--- src/rtl/ex_div_pkg.sv ---
// Shared constants and state encodings for the iterative execute-stage divider.
package ex_div_pkg;

    localparam int RegBusW       = 32;
    localparam int DoubleRegBusW = 64;

    typedef enum logic [1:0] {
        DivFree   = 2'b00,
        DivByZero = 2'b01,
        DivOn     = 2'b10,
        DivEnd    = 2'b11
    } div_state_e;

    localparam logic DivResultReady    = 1'b1;
    localparam logic DivResultNotReady = 1'b0;
    localparam logic DivStart          = 1'b1;
    localparam logic DivStop           = 1'b0;

    function automatic logic [RegBusW-1:0] neg32(input logic [RegBusW-1:0] v);
        return ~v + {{(RegBusW-1){1'b0}}, 1'b1};
    endfunction

endpackage

--- src/rtl/ex_div.sv ---
// Restoring divider for DIV/DIVU: one quotient bit per clock, result {remainder, quotient}.
module ex_div
    import ex_div_pkg::*;
(
    input  logic        clk,
    input  logic        rst,
    input  logic        signed_div_i,
    input  logic [31:0] opdata1_i,
    input  logic [31:0] opdata2_i,
    input  logic        start_i,
    input  logic        annul_i,
    output logic [63:0] result_o,
    output logic        ready_o
);

    div_state_e  state_reg,    state_next;
    logic [5:0]  cnt_reg,      cnt_next;
    logic [64:0] work_reg,     work_next;
    logic [31:0] divisor_reg,  divisor_next;
    logic        neg_quot_reg, neg_quot_next;
    logic        neg_rem_reg,  neg_rem_next;
    logic [63:0] result_reg,   result_next;
    logic        ready_reg,    ready_next;

    logic [64:0] shifted;
    logic [32:0] diff;
    logic [31:0] dividend_mag;
    logic [31:0] divisor_mag;
    logic [31:0] quot_fix;
    logic [31:0] rem_fix;

    always_ff @(posedge clk or negedge rst) begin
        if (!rst) begin
            state_reg    <= DivFree;
            cnt_reg      <= 6'd0;
            work_reg     <= 65'd0;
            divisor_reg  <= 32'd0;
            neg_quot_reg <= 1'b0;
            neg_rem_reg  <= 1'b0;
            result_reg   <= 64'd0;
            ready_reg    <= DivResultNotReady;
        end else begin
            state_reg    <= state_next;
            cnt_reg      <= cnt_next;
            work_reg     <= work_next;
            divisor_reg  <= divisor_next;
            neg_quot_reg <= neg_quot_next;
            neg_rem_reg  <= neg_rem_next;
            result_reg   <= result_next;
            ready_reg    <= ready_next;
        end
    end

    always_comb begin
        state_next    = state_reg;
        cnt_next      = cnt_reg;
        work_next     = work_reg;
        divisor_next  = divisor_reg;
        neg_quot_next = neg_quot_reg;
        neg_rem_next  = neg_rem_reg;
        result_next   = result_reg;
        ready_next    = ready_reg;

        // work_reg[64:32] is the partial remainder, [31:0] shifts dividend out and quotient in
        shifted = {work_reg[63:0], 1'b0};
        diff    = shifted[64:32] - {1'b0, divisor_reg};

        dividend_mag = (signed_div_i && opdata1_i[31]) ? neg32(opdata1_i) : opdata1_i;
        divisor_mag  = (signed_div_i && opdata2_i[31]) ? neg32(opdata2_i) : opdata2_i;
        quot_fix     = neg_quot_reg ? neg32(work_reg[31:0])  : work_reg[31:0];
        rem_fix      = neg_rem_reg  ? neg32(work_reg[63:32]) : work_reg[63:32];

        unique case (state_reg)
            DivFree: begin
                if (start_i == DivStart && !annul_i) begin
                    if (opdata2_i == 32'd0) begin
                        state_next = DivByZero;
                    end else begin
                        state_next    = DivOn;
                        cnt_next      = 6'd0;
                        work_next     = {33'd0, dividend_mag};
                        divisor_next  = divisor_mag;
                        neg_quot_next = signed_div_i && (opdata1_i[31] ^ opdata2_i[31]);
                        neg_rem_next  = signed_div_i && opdata1_i[31];
                    end
                end
            end
            DivByZero: begin
                if (annul_i) begin
                    state_next  = DivFree;
                    result_next = 64'd0;
                    ready_next  = DivResultNotReady;
                end else begin
                    state_next  = DivEnd;
                    result_next = 64'd0;
                    ready_next  = DivResultReady;
                end
            end
            DivOn: begin
                if (annul_i) begin
                    state_next  = DivFree;
                    result_next = 64'd0;
                    ready_next  = DivResultNotReady;
                end else if (cnt_reg != 6'd32) begin
                    // A set top bit means the trial subtraction went negative: restore
                    if (diff[32]) begin
                        work_next = shifted;
                    end else begin
                        work_next = {diff, shifted[31:1], 1'b1};
                    end
                    cnt_next = cnt_reg + 6'd1;
                end else begin
                    state_next  = DivEnd;
                    result_next = {rem_fix, quot_fix};
                    ready_next  = DivResultReady;
                end
            end
            DivEnd: begin
                if (annul_i || start_i == DivStop) begin
                    state_next  = DivFree;
                    result_next = 64'd0;
                    ready_next  = DivResultNotReady;
                end
            end
            default: begin
                state_next = DivFree;
            end
        endcase
    end

    assign result_o = result_reg;
    assign ready_o  = ready_reg;

endmodule

--- config.mk ---
export PLATFORM = sky130hd
export DESIGN_NAME = ex_div
export DESIGN_NICKNAME = d
export VERILOG_FILES = /design/src/rtl/ex_div_pkg.sv /design/src/rtl/ex_div.sv
export SDC_FILE = /design/constraint.sdc
export NUM_CORES = 1
export LEC_CHECK = 0
export CAP_MARGIN = 15
export CORE_ASPECT_RATIO = 2
export CORE_UTILIZATION = 45
export CTS_BUF_LIST = sky130_fd_sc_hd__clkbuf_8
export DETAILED_ROUTE_END_ITERATION = 7
export DONT_BUFFER_PORTS = 1
export PLACE_DENSITY = 0.65
export REMOVE_ABC_BUFFERS = 1
export SLEW_MARGIN = 20
export SYNTH_ARGS = -nofsm -noshare
export SYNTH_HDL_FRONTEND = slang
export SYNTH_SLANG_ARGS = --single-unit
--- constraint.sdc ---
create_clock -name clk -period 3.9 [get_ports clk]
set_input_delay 0.585 -clock clk [delete_from_list [all_inputs] [get_ports clk]]
set_output_delay 0.585 -clock clk [all_outputs]
set_load 0.01 [all_outputs]
# Word-level counts from Yosys, hierarchy flattened
# Index checks and enable logic that the tools add are counted.
dict set report word_totals {
  ff_bits 171
  wordCells 76
}
dict set report classes {
  add_sub_neg 6
  n_bitwise 7
  n_reduce_logical 14
  n_eq_ne 10
  n_mux 31
}
# operator count
set ops {}
lappend ops {{$mux 64} 8}
lappend ops {{$pmux 64 s3} 1}
lappend ops {{$add 32x1->32 const B} 4}
lappend ops {{$mux 32} 4}
lappend ops {{$not 32->32} 4}
lappend ops {{$pmux 64 s2} 1}
lappend ops {{$sub 33x32->33} 1}
lappend ops {{$logic_not 32->1} 1}
lappend ops {{$mux 6} 4}
lappend ops {{$mux 2} 6}
lappend ops {{$pmux 6 s2} 1}
lappend ops {{$ne 2x2->1 const B} 5}
lappend ops {{$reduce_and 3->1} 3}
lappend ops {{$pmux 2 s4} 1}
lappend ops {{$add 6x1->6 const B} 1}
lappend ops {{$ne 6x6->1 const B} 1}
lappend ops {{$reduce_and 5->1} 1}
lappend ops {{$eq 2x2->1 const B} 2}
lappend ops {{$logic_and 1x1->1} 4}
lappend ops {{$mux 1} 4}
lappend ops {{$ne 3x3->1 const B} 1}
lappend ops {{$pmux 1 s3} 1}
lappend ops {{$reduce_bool 3->1} 1}
lappend ops {{$eq 2x1->1 const B} 1}
lappend ops {{6 further kinds} 7}

# Longest topological paths before layout
# Gate-level depths: netlist (run 1).
dict set report depth {
  ltp_word 6
  ltp_mapped 14
}

# Least setup slack after synthesis (run 1)
# Ideal clock, no wire load.
dict set report synth_timing {
  path_kind {register -> register}
  from {register work_reg[31]}
  to {register work_reg[53]}
  arrival_ns 3.225
  setup_slack_ns 0.584
  setup_ns 0.090
  stages_incl_launch_ff 13
  required_time_ns 3.810
  period_less_slack_ns 3.316
  n_path_buf 0
  cell_sequence {dfrtp_1 inv_1 ha_1 fa_1 nand2b_1 a21o_1 a21oi_1 a21oi_1 o21a_1 o311ai_1 a21oi_1 or4b_2 o221ai_1}
}
dict set report synth_via {
  elab_chain_len 5
}
# item line_no
set synth_rtl {}
lappend synth_rtl {{start, declared} ex_div.sv:18} ;# logic [64:0] work_reg, work_next;
lappend synth_rtl {{start signal, assigned} ex_div.sv:45} ;# work_reg <= work_next;
lappend synth_rtl {{$sub 33x32->33} ex_div.sv:66} ;# diff = shifted[64:32] - {1'b0, divisor_reg};
lappend synth_rtl {{$mux 64} ex_div.sv:106} ;# if (diff[32]) begin
lappend synth_rtl {{$mux 64} ex_div.sv:104} ;# end else if (cnt_reg != 6'd32) begin
lappend synth_rtl {{$mux 64} ex_div.sv:100} ;# if (annul_i) begin
lappend synth_rtl {{$pmux 64 s2} ex_div.sv:73} ;# unique case (state_reg)
# No other way between the ends. The select of a mux whose other input is x is not followed.
# A chain may end at the register's enable or synchronous reset.

# Final worst setup path (run 1)
dict set report layout_timing {
  from {register work_reg[31]}
  to {register work_reg[63]}
}
# Same word-level chain as after synthesis.

==> flow_summary_export.csv, run 1 <==
group,metric,value,unit
outcome,status,"finished, violations left",
outcome,violations,"negative hold slack",
cells_and_area,postLayoutCoreUtil,0.501,
clock_tree,htree_levels,4,
timing,min_period_over_period,0.940,
die,chipHeight,226,um
setup_path,crit_buf_inv,2,
clock_tree,clkTransAtPathRegs,0.09,ns
synthesis,seq_area_frac_synth,0.377,
setup_path,cp.depth,13,
timing,maxSlewHeadroom,0.345,
route,viasPerCell,5.70,
route,drc_errors,0,
timing,period_needed,3.66,ns
setup_path,crit_path_frequent_cell,"a21oi_2",
place,portBuffers,0,
route,drtAntennaViolNets,0,
global_route,overflow,0,
die,start_util,0.460,
setup_path,cp-end-kind,"flop",
clock_tree,numCtsBuffers,17,
cells_and_area,nets,1471,
hold_path,hold_class,"input pin to async pin",
global_route,grt.total_usage,0.242,
timing,drv_slew,0,
clock_tree,cts_tree,"built",
cells_and_area,stdcell_area,12300,sq um
setup_path,cp-start-kind,"flop",
timing,hold_violations,171,
synthesis,ys_warn_count,0,
route,drt-initial-drc-count,603,
pwr,total_power,8670,uW
route,vias,9707,
route,totalWireLength,30400,um
cells_and_area,mostFrequentLayoutCell,"nand2_1",
setup_path,cp.arrival,4.08,ns
cells_and_area,final_cell_mix,"206 x nand2_1, 171 x o21ai_0, 171 x dfrtp_1",
setup_path,crit_family,"compound AO/OA/AOI/OAI gates",
global_route,grt_pass1_vias,9547,
cells_and_area,drive_gt1_frac,0.0824,
global_route,grt_pass1_wl,48400,um
die,num_io_pins,134,
clock_tree,cts_buffer_depth,2,
die,fp.dieW,114,um
pwr,power_density,702,nW/um^2
die,die_area,25900,sq um
setup_path,slowest_stage,"or4b_2",
synthesis,syn_inst,1361,
global_route,antenna_found_initial,1,
route,firstDrtPassIters,5,
cells_and_area,nFillCells,2373,
setup_path,worst-path-max-fanout,8,
place,dpl.hpwl,23200,um
synthesis,yosys_most_used_dff,"dfrtp_1",
route,wire_per_inst,17.8,um
clock_tree,cts.sinks,171,
synthesis,async_flop_share,1.00,
synthesis,synth_cell_types,63,
timing,finalSetupTns,0,ns
synthesis,postSynthAreaPerCell,8.33,sq um
flow_run,cap_viol_max_count,0,
pwr,p_leak,0.00528,uW
die,coreArea,24600,sq um
clock_tree,clk_latency,0.50,ns
clock_tree,cts_root_buffer,"clkbuf_8",
timing,setup_violations,0,
pwr,ir_drop,288,uV
timing,fin_skew,0.0155,ns
setup_path,cpPeakStageDelay,0.66,ns
global_route,grt_max_degree,172,
place,post_dp_cell_area,11900,sq um
setup_path,critPathRequiredTime,4.31,ns
setup_path,ff2ff_path_depth,13,
die,rows,81,
timing,fmax,273,MHz
synthesis,syn_area,11300,sq um
synthesis,ys_seq_elements,171,
synthesis,synth_edf_count,0,
place,place_congestion,0.889,
timing,rsz0062_at_grt,"false",
setup_path,crit_type,"flop to flop",
timing,tightest_slew,0.982,ns
setup_path,crit_chain,"inv_1 -> ha_1 -> fa_1 -> nand2b_1 -> a21o_1 -> a21oi_1 -> a21oi_2 -> o21a_1 -> o311ai_1 -> buf_4 -> a21oi_2 -> or4b_2 -> o221ai_1",
cells_and_area,area_delta_synth_final,8.85,%
timing,worst_hold_slack,-0.214,ns
-- per-stage QoR --
step | setup WS [ns] | instances
floorplan | -0.675 | 1288
global placement | 0.253 | 1671
detailed placement | 0.226 | 1672
CTS | 0.188 | 1703
global route | 0.0346 | 1704
finish | 0.236 | 1704
-- report_power, final --
group | internal (uW) | total (uW) | switching [uW]
Clock | 697 | 1400 | 700
Sequential | 2420 | 3180 | 760
Combinational | 1660 | 4090 | 2430
Total | 4780 | 8670 | 3890
-- path summary, 6_finish.rpt --
check                          startpoint              to  slack, ns
max                          work_reg[31]    work_reg[63]       0.24
max in group asynchronous             rst  divisor_reg[7]       3.67
max reg2reg                  work_reg[31]    work_reg[63]       0.24
min in group clk                  annul_i         ready_o       0.20
min                                   rst    work_reg[36]      -0.21
min reg2reg                divisor_reg[0]  divisor_reg[0]       0.53
-- routing by layer --
layer	part of all wire	vias to the layer above	global-route usage	wire length, um
met4	0.051	0	0.146	1540
met5	0	-	0	0
li1	-	4815	-	-
met2	0.56	212	0.465	16900
met1	0.36	4601	0.234	10800
met3	0.038	79	0.0436	1160
-- what timing repair did --
| item | in CTS | in global routing |
|---|---|---|
| hold endpoints to repair | 171 | 171 |
| setup endpoints to repair | 0 | 2 |
| setup buffers | 0 | 0 |
| resized for setup | 0 | 1 |
-- layout make-up --
cell class / count / area [sq um] / area share
multi-input combinational: 1055 / 6550 / 0.530
sequential: 171 / 4280 / 0.347
timing repair buffer: 52 / 440 / 0.0357
tap: 332 / 415 / 0.0337
clock buffer: 17 / 234 / 0.0190
inverter: 62 / 233 / 0.0189
clock inverter: 14 / 194 / 0.0157
antenna: 1 / 2.50 / 0.000203
-- cells by family after synthesis --
kind of cell / Yosys count / share of synthesized area
xor+xnor: 139 / 0.107
compound gates: 438 / 0.235
flops: 171 / 0.377
mux: 12 / 0.0109
fa+ha+maj: 43 / 0.0481
simple gates: 423 / 0.174
buf+inv: 135 / 0.0469
-- synthesized netlist by cell type (4+ instances only) --
cell / number / area, sq um
nand2_1: 206 / 773
dfrtp_1: 171 / 4280
o21ai_0: 171 / 856
a21oi_1: 102 / 510
xor2_1: 88 / 771
nor2_1: 82 / 308
inv_1: 62 / 233
clkbuf_1: 59 / 221
xnor2_1: 51 / 447
ha_1: 42 / 526
o211ai_1: 35 / 263
o311ai_0: 29 / 254
or3_1: 24 / 150
o31ai_1: 23 / 173
a21o_1: 18 / 135
nor3_1: 16 / 80.1
o41ai_1: 14 / 123
nand2b_1: 13 / 81.3
or4_1: 13 / 97.6
nand3_1: 11 / 55.1
nor2b_1: 11 / 68.8
mux2i_1: 9 / 90.1
a31oi_1: 8 / 50.1
buf_2: 8 / 40.0
nor4_1: 8 / 50.1
o21a_1: 8 / 60.1
o21ai_1: 6 / 30.0
and2_1: 5 / 31.3
nand4_1: 5 / 31.3
or4_4: 5 / 56.3
and3_1: 4 / 25.0
o221ai_1: 4 / 35.0
or2_2: 4 / 25.0
(Power assumes the default switching activity.)
==> run 2, diff against run 1 <==
Settings changed: GPL_TIMING_DRIVEN set to 0.
==> run 2 against run 1 <==
  * Power is 2.9% lower
  * Die area stayed put
  * Cell count is 2.9% lower
  * Design area is 2.1% lower
  * Maximum frequency is 2.2% lower
  * Via count is 3.6% lower
  * Clock power is 3% lower
  * Largest power group unchanged
  * Clock-buffer cell count is 1 higher
  * Flip-flop and latch count stayed put
  * Register-to-register slack worse by 0.08 ns
  * The flow still finishes with violations (negative hold slack)
  * Core utilization is 1.1 points lower
  * Global-route usage is 1.1 points lower
==> flow_summary_export.csv, run 2 (synthesis results as in run 1) <==
group,metric,value,unit
cells_and_area,final_cell_mix,"205 x nand2_1, 171 x o21ai_0, 171 x dfrtp_1",
clock_tree,cts_root_buffer,"clkbuf_8",
timing,fmax,267,MHz
setup_path,cpPeakStageDelay,0.66,ns
clock_tree,numCtsBuffers,17,
die,num_io_pins,134,
setup_path,cp-end-kind,"flop",
pwr,total_power,8420,uW
die,start_util,0.460,
hold_path,hold_class,"input pin to async pin",
route,viasPerCell,5.65,
clock_tree,htree_levels,4,
timing,setup_violations,0,
clock_tree,cts_buffer_depth,2,
global_route,overflow,0,
place,dpl_worst_slack,-0.795,ns
route,drtAntennaViolNets,0,
place,place_congestion,0.874,
die,coreArea,24600,sq um
place,portBuffers,0,
place,post_dp_cell_area,11600,sq um
route,drt-initial-drc-count,528,
setup_path,crit_chain,"inv_2 -> ha_2 -> fa_1 -> nand2b_1 -> a21o_1 -> a21oi_4 -> a21oi_2 -> o21a_4 -> o311ai_4 -> a21oi_4 -> buf_16 -> or4b_2 -> o221ai_2",
cells_and_area,register_area,4280,sq um
cells_and_area,postLayoutCoreUtil,0.491,
flow_run,cap_viol_max_count,0,
timing,worst_hold_slack,-0.200,ns
cells_and_area,mostFrequentLayoutCell,"nand2_1",
global_route,grt_pass1_wl,46900,um
die,die_area,25900,sq um
clock_tree,cts.sinks,171,
timing,period_needed,3.74,ns
pwr,p_leak,0.00509,uW
global_route,grt_pass1_vias,9330,
place,dpl.hpwl,21700,um
clock_tree,clkTransAtPathRegs,0.09,ns
setup_path,r2r-start,"work_reg[31]",
timing,fin_ws,0.155,ns
setup_path,worst-path-max-fanout,26,
setup_path,slowest_stage,"or4b_2",
pwr,ir_drop,353,uV
route,firstDrtPassIters,5,
cells_and_area,drive_gt1_frac,0.0545,
setup_path,crit_path_frequent_cell,"a21oi_4",
cells_and_area,stdcell_area,12100,sq um
route,vias,9357,
timing,maxSlewHeadroom,0.311,
timing,tightest_slew,1.03,ns
clock_tree,clk_latency,0.47,ns
setup_path,ff2ff_path_depth,13,
route,totalWireLength,28900,um
timing,finalSetupTns,0,ns
setup_path,ff2ff_setup_slack,0.16,ns
global_route,grt.total_usage,0.231,
route,drc_errors,0,
setup_path,cp-start-kind,"flop",
setup_path,cp.depth,13,
clock_tree,cts_tree,"built",
timing,hold_violations,171,
setup_path,crit_family,"compound AO/OA/AOI/OAI gates",
cells_and_area,nets,1424,
global_route,antenna_found_initial,1,
timing,drv_slew,0,
pwr,power_density,697,nW/um^2
die,fp.dieW,114,um
setup_path,crit_type,"flop to flop",
cells_and_area,multi_input_area,6640,sq um
outcome,violations,"negative hold slack",
cells_and_area,area_delta_synth_final,6.54,%
timing,fin_skew,0.0117,ns
route,wire_per_inst,17.4,um
timing,rsz0062_at_grt,"false",
global_route,grt_max_degree,172,
die,rows,81,
setup_path,r2r-end,"work_reg[53]",
outcome,status,"finished, violations left",
die,chipHeight,226,um
setup_path,crit_buf_inv,2,
timing,min_period_over_period,0.960,
setup_path,cp.arrival,4.13,ns
setup_path,critPathRequiredTime,4.28,ns
cells_and_area,nFillCells,2408,
==> run 2: worst max-delay path by stage <==
stage	start	endpoint	slack (ns)
2_1_floorplan	opdata2_i[0]	cnt_reg[5]	-0.68
3_3_place_gp	state_reg[0]	result_o[61]	-2.19
3_5_place_dp	work_reg[31]	work_reg[62]	-0.80
4_1_cts	work_reg[31]	work_reg[53]	0.01
5_1_grt	work_reg[31]	work_reg[53]	0.02
6_report	work_reg[31]	work_reg[53]	0.16
==> run 2: what timing repair did <==
item,CTS,global route
hold endpoints to repair,171,171
endpoints found under the setup margin,91,33
pin swaps,1,3
gates resized for setup,8,6
buffers inserted,1,1
==> run 2: stage by stage <==
step	hold slack (ns)	cells
3_5_place_dp	0.295	1623
3_3_place_gp	0.297	1620
4_1_cts	-0.246	1653
2_1_floorplan	0.289	1288
5_1_grt	-0.239	1655
6_report	-0.200	1655
==> run 2: final cells by class <==
type | count | share of cell area
Antenna cell | 1 | 0.000207
Clock buffer | 18 | 0.0205
Clock inverter | 11 | 0.0142
Inverter | 62 | 0.0193
Multi-Input combinational cell | 1055 | 0.550
Sequential cell | 171 | 0.354
Tap cell | 332 | 0.0344
Timing Repair Buffer | 5 | 0.00746
==> run 2: layer usage <==
layer / global-route usage / share of wire / vias to the layer above
li1: - / - / 4727
met1: 0.222 / 0.36 / 4380
met2: 0.462 / 0.57 / 196
met3: 0.0422 / 0.036 / 54
met4: 0.105 / 0.033 / 0
met5: 0 / 0 / -
==> run 2: power by group <==
group	internal, uW	total [uW]	switching, uW	leakage [uW]
clock	705	1360	656	0.000207
combinational	1540	3820	2280	0.00265
sequential	2420	3240	818	0.00224
==> run 3, diff against run 2 <==
Settings changed: CORE_UTILIZATION 45 to 67, PLACE_DENSITY 0.65 to 0.88.
==> run 3 against run 2 <==
  * The run still ends with negative hold slack left
  * Sequential share of layout area rose by 0.57 points
  * Critical path depth did not move
  * Setup slack got worse by 0.023 ns
  * Power is 1.2% lower
  * Register-to-register slack lost 0.02 ns
==> flow_summary_export.csv, run 3 (synthesis results as in run 1) <==
group,metric,value,unit
outcome,status,"finished, violations left",
outcome,violations,"negative hold slack",
clock_tree,cts.sinks,171,
timing,hold_violations,171,
cells_and_area,fin_cells,1536,
timing,drv_slew,0,
setup_path,cp-start-kind,"flop",
global_route,antenna_found_initial,0,
global_route,grt.total_usage,0.325,
timing,period_needed,3.77,ns
hold_path,hold_class,"input pin to async pin",
place,post_dp_cell_area,11400,sq um
route,vias,9897,
route,drtAntennaViolNets,0,
timing,fin_ws,0.132,ns
flow_run,cap_viol_max_count,0,
clock_tree,cts_tree,"built",
pwr,ir_drop,329,uV
cells_and_area,final_cell_mix,"205 x nand2_1, 171 x o21ai_0, 171 x dfrtp_1",
route,drc_errors,0,
clock_tree,htree_levels,4,
route,drt-initial-drc-count,541,
setup_path,critPathRequiredTime,4.29,ns
route,totalWireLength,28100,um
setup_path,cp.arrival,4.16,ns
place,dpl.hpwl,20600,um
timing,maxSlewHeadroom,0.345,
cells_and_area,nets,1428,
global_route,grt_max_degree,172,
timing,min_period_over_period,0.966,
global_route,use_met2,0.610,
cells_and_area,drive_gt1_frac,0.0594,
clock_tree,cts_root_buffer,"clkbuf_8",
route,firstDrtPassIters,5,
global_route,busiest_layer,"met2",
cells_and_area,area_delta_synth_final,4.87,%
cells_and_area,stdcell_area,11900,sq um
clock_tree,clkTransAtPathRegs,0.09,ns
die,coreArea,16700,sq um
setup_path,cp-end-kind,"flop",
cells_and_area,register_area,4280,sq um
timing,tightest_slew,0.983,ns
route,viasPerCell,6.44,
timing,rsz0062_at_grt,"false",
place,portBuffers,0,
timing,fin_skew,0.0120,ns
place,dpl_worst_slack,-0.794,ns
global_route,grt_util_met1,0.313,
global_route,use_met3,0.0576,
pwr,power_density,700,nW/um^2
clock_tree,clk_latency,0.47,ns
cells_and_area,mostFrequentLayoutCell,"nand2_1",
die,start_util,0.680,
timing,finalSetupTns,0,ns
timing,fmax,265,MHz
place,dp.cells,1499,
cells_and_area,antennaDiodeCount,0,
die,fp.dieW,94.0,um
timing,worst_hold_slack,-0.207,ns
timing,setup_violations,0,
cells_and_area,nFillCells,1302,
clock_tree,numCtsBuffers,17,
die,chipHeight,186,um
global_route,overflow,0,
die,num_io_pins,134,
route,wire_per_inst,18.3,um
setup_path,crit_type,"flop to flop",
global_route,grt_pass1_wl,44400,um
die,die_area,17500,sq um
pwr,p_leak,0.00509,uW
die,rows,67,
clock_tree,cts_buffer_depth,2,
place,place_congestion,0.936,
setup_path,worst-path-max-fanout,28,
cells_and_area,multi_input_area,6620,sq um
global_route,grt_pass1_vias,9566,
[run 3: timing repair]
item / in CTS / in global routing
setup buffers: 1 / 4
gates resized for setup: 8 / 8
pin swaps: 1 / 5
setup endpoints to repair: 95 / 50
hold endpoints to repair: 171 / 171
[run 3: path summary, 6_finish.rpt]
check,startpoint,end,slack [ns],cells past startpoint
max in group asynchronous,rst,result_o[36],3.88,0
min in group clk,annul_i,ready_o,0.24,1
max reg2reg,work_reg[31],work_reg[53],0.13,13
min,rst,work_reg[28],-0.21,0
min reg2reg,divisor_reg[19],divisor_reg[19],0.53,2
max,work_reg[31],work_reg[53],0.13,13
[run 3: routing by layer]
metal	wire length (um)	vias up	share of wire
met5	0	-	0
met4	1760	0	0.062
met3	1540	120	0.055
met2	15200	346	0.54
met1	9610	4699	0.34
li1	-	4732	-
[run 3: per-stage QoR]
| step | utilization | power (uW) |
|---|---|---|
| finish | 0.713 | 8320 |
| global route | 0.713 | 8980 |
| CTS | 0.709 | 8240 |
| detailed placement | 0.685 | 7040 |
| global placement | 0.677 | 6790 |
| floorplan | - | 6010 |
[run 3: cell type report]
class | instances | area share
Clock buffer | 17 | 0.0197
Multi-Input combinational cell | 1055 | 0.557
Timing Repair Buffer | 9 | 0.0116
Clock inverter | 15 | 0.0106
Sequential cell | 171 | 0.360
Tap cell | 207 | 0.0218
Inverter | 62 | 0.0196
[run 3: worst max-delay path: stages (launching register included)]
cell and delay (ns):
dfrtp_1 0.42, inv_2 0.12, ha_2 0.22, fa_2 0.34, nand2b_1 0.18, a21o_1 0.20, a21oi_2 0.24, a21oi_2 0.12
o21a_4 0.24, o311ai_4 0.41, a21oi_4 0.14, buf_16 0.19, or4b_2 0.66, o221ai_2 0.17
[run 3: report_power, final]
group | internal (uW) | total, uW | switching [uW] | leakage [uW]
combinational | 1570 | 3910 | 2340 | 0.00267
sequential | 2420 | 3240 | 813 | 0.00224
clock | 503 | 1180 | 675 | 0.000187
total | 4500 | 8320 | 3820 | 0.00509
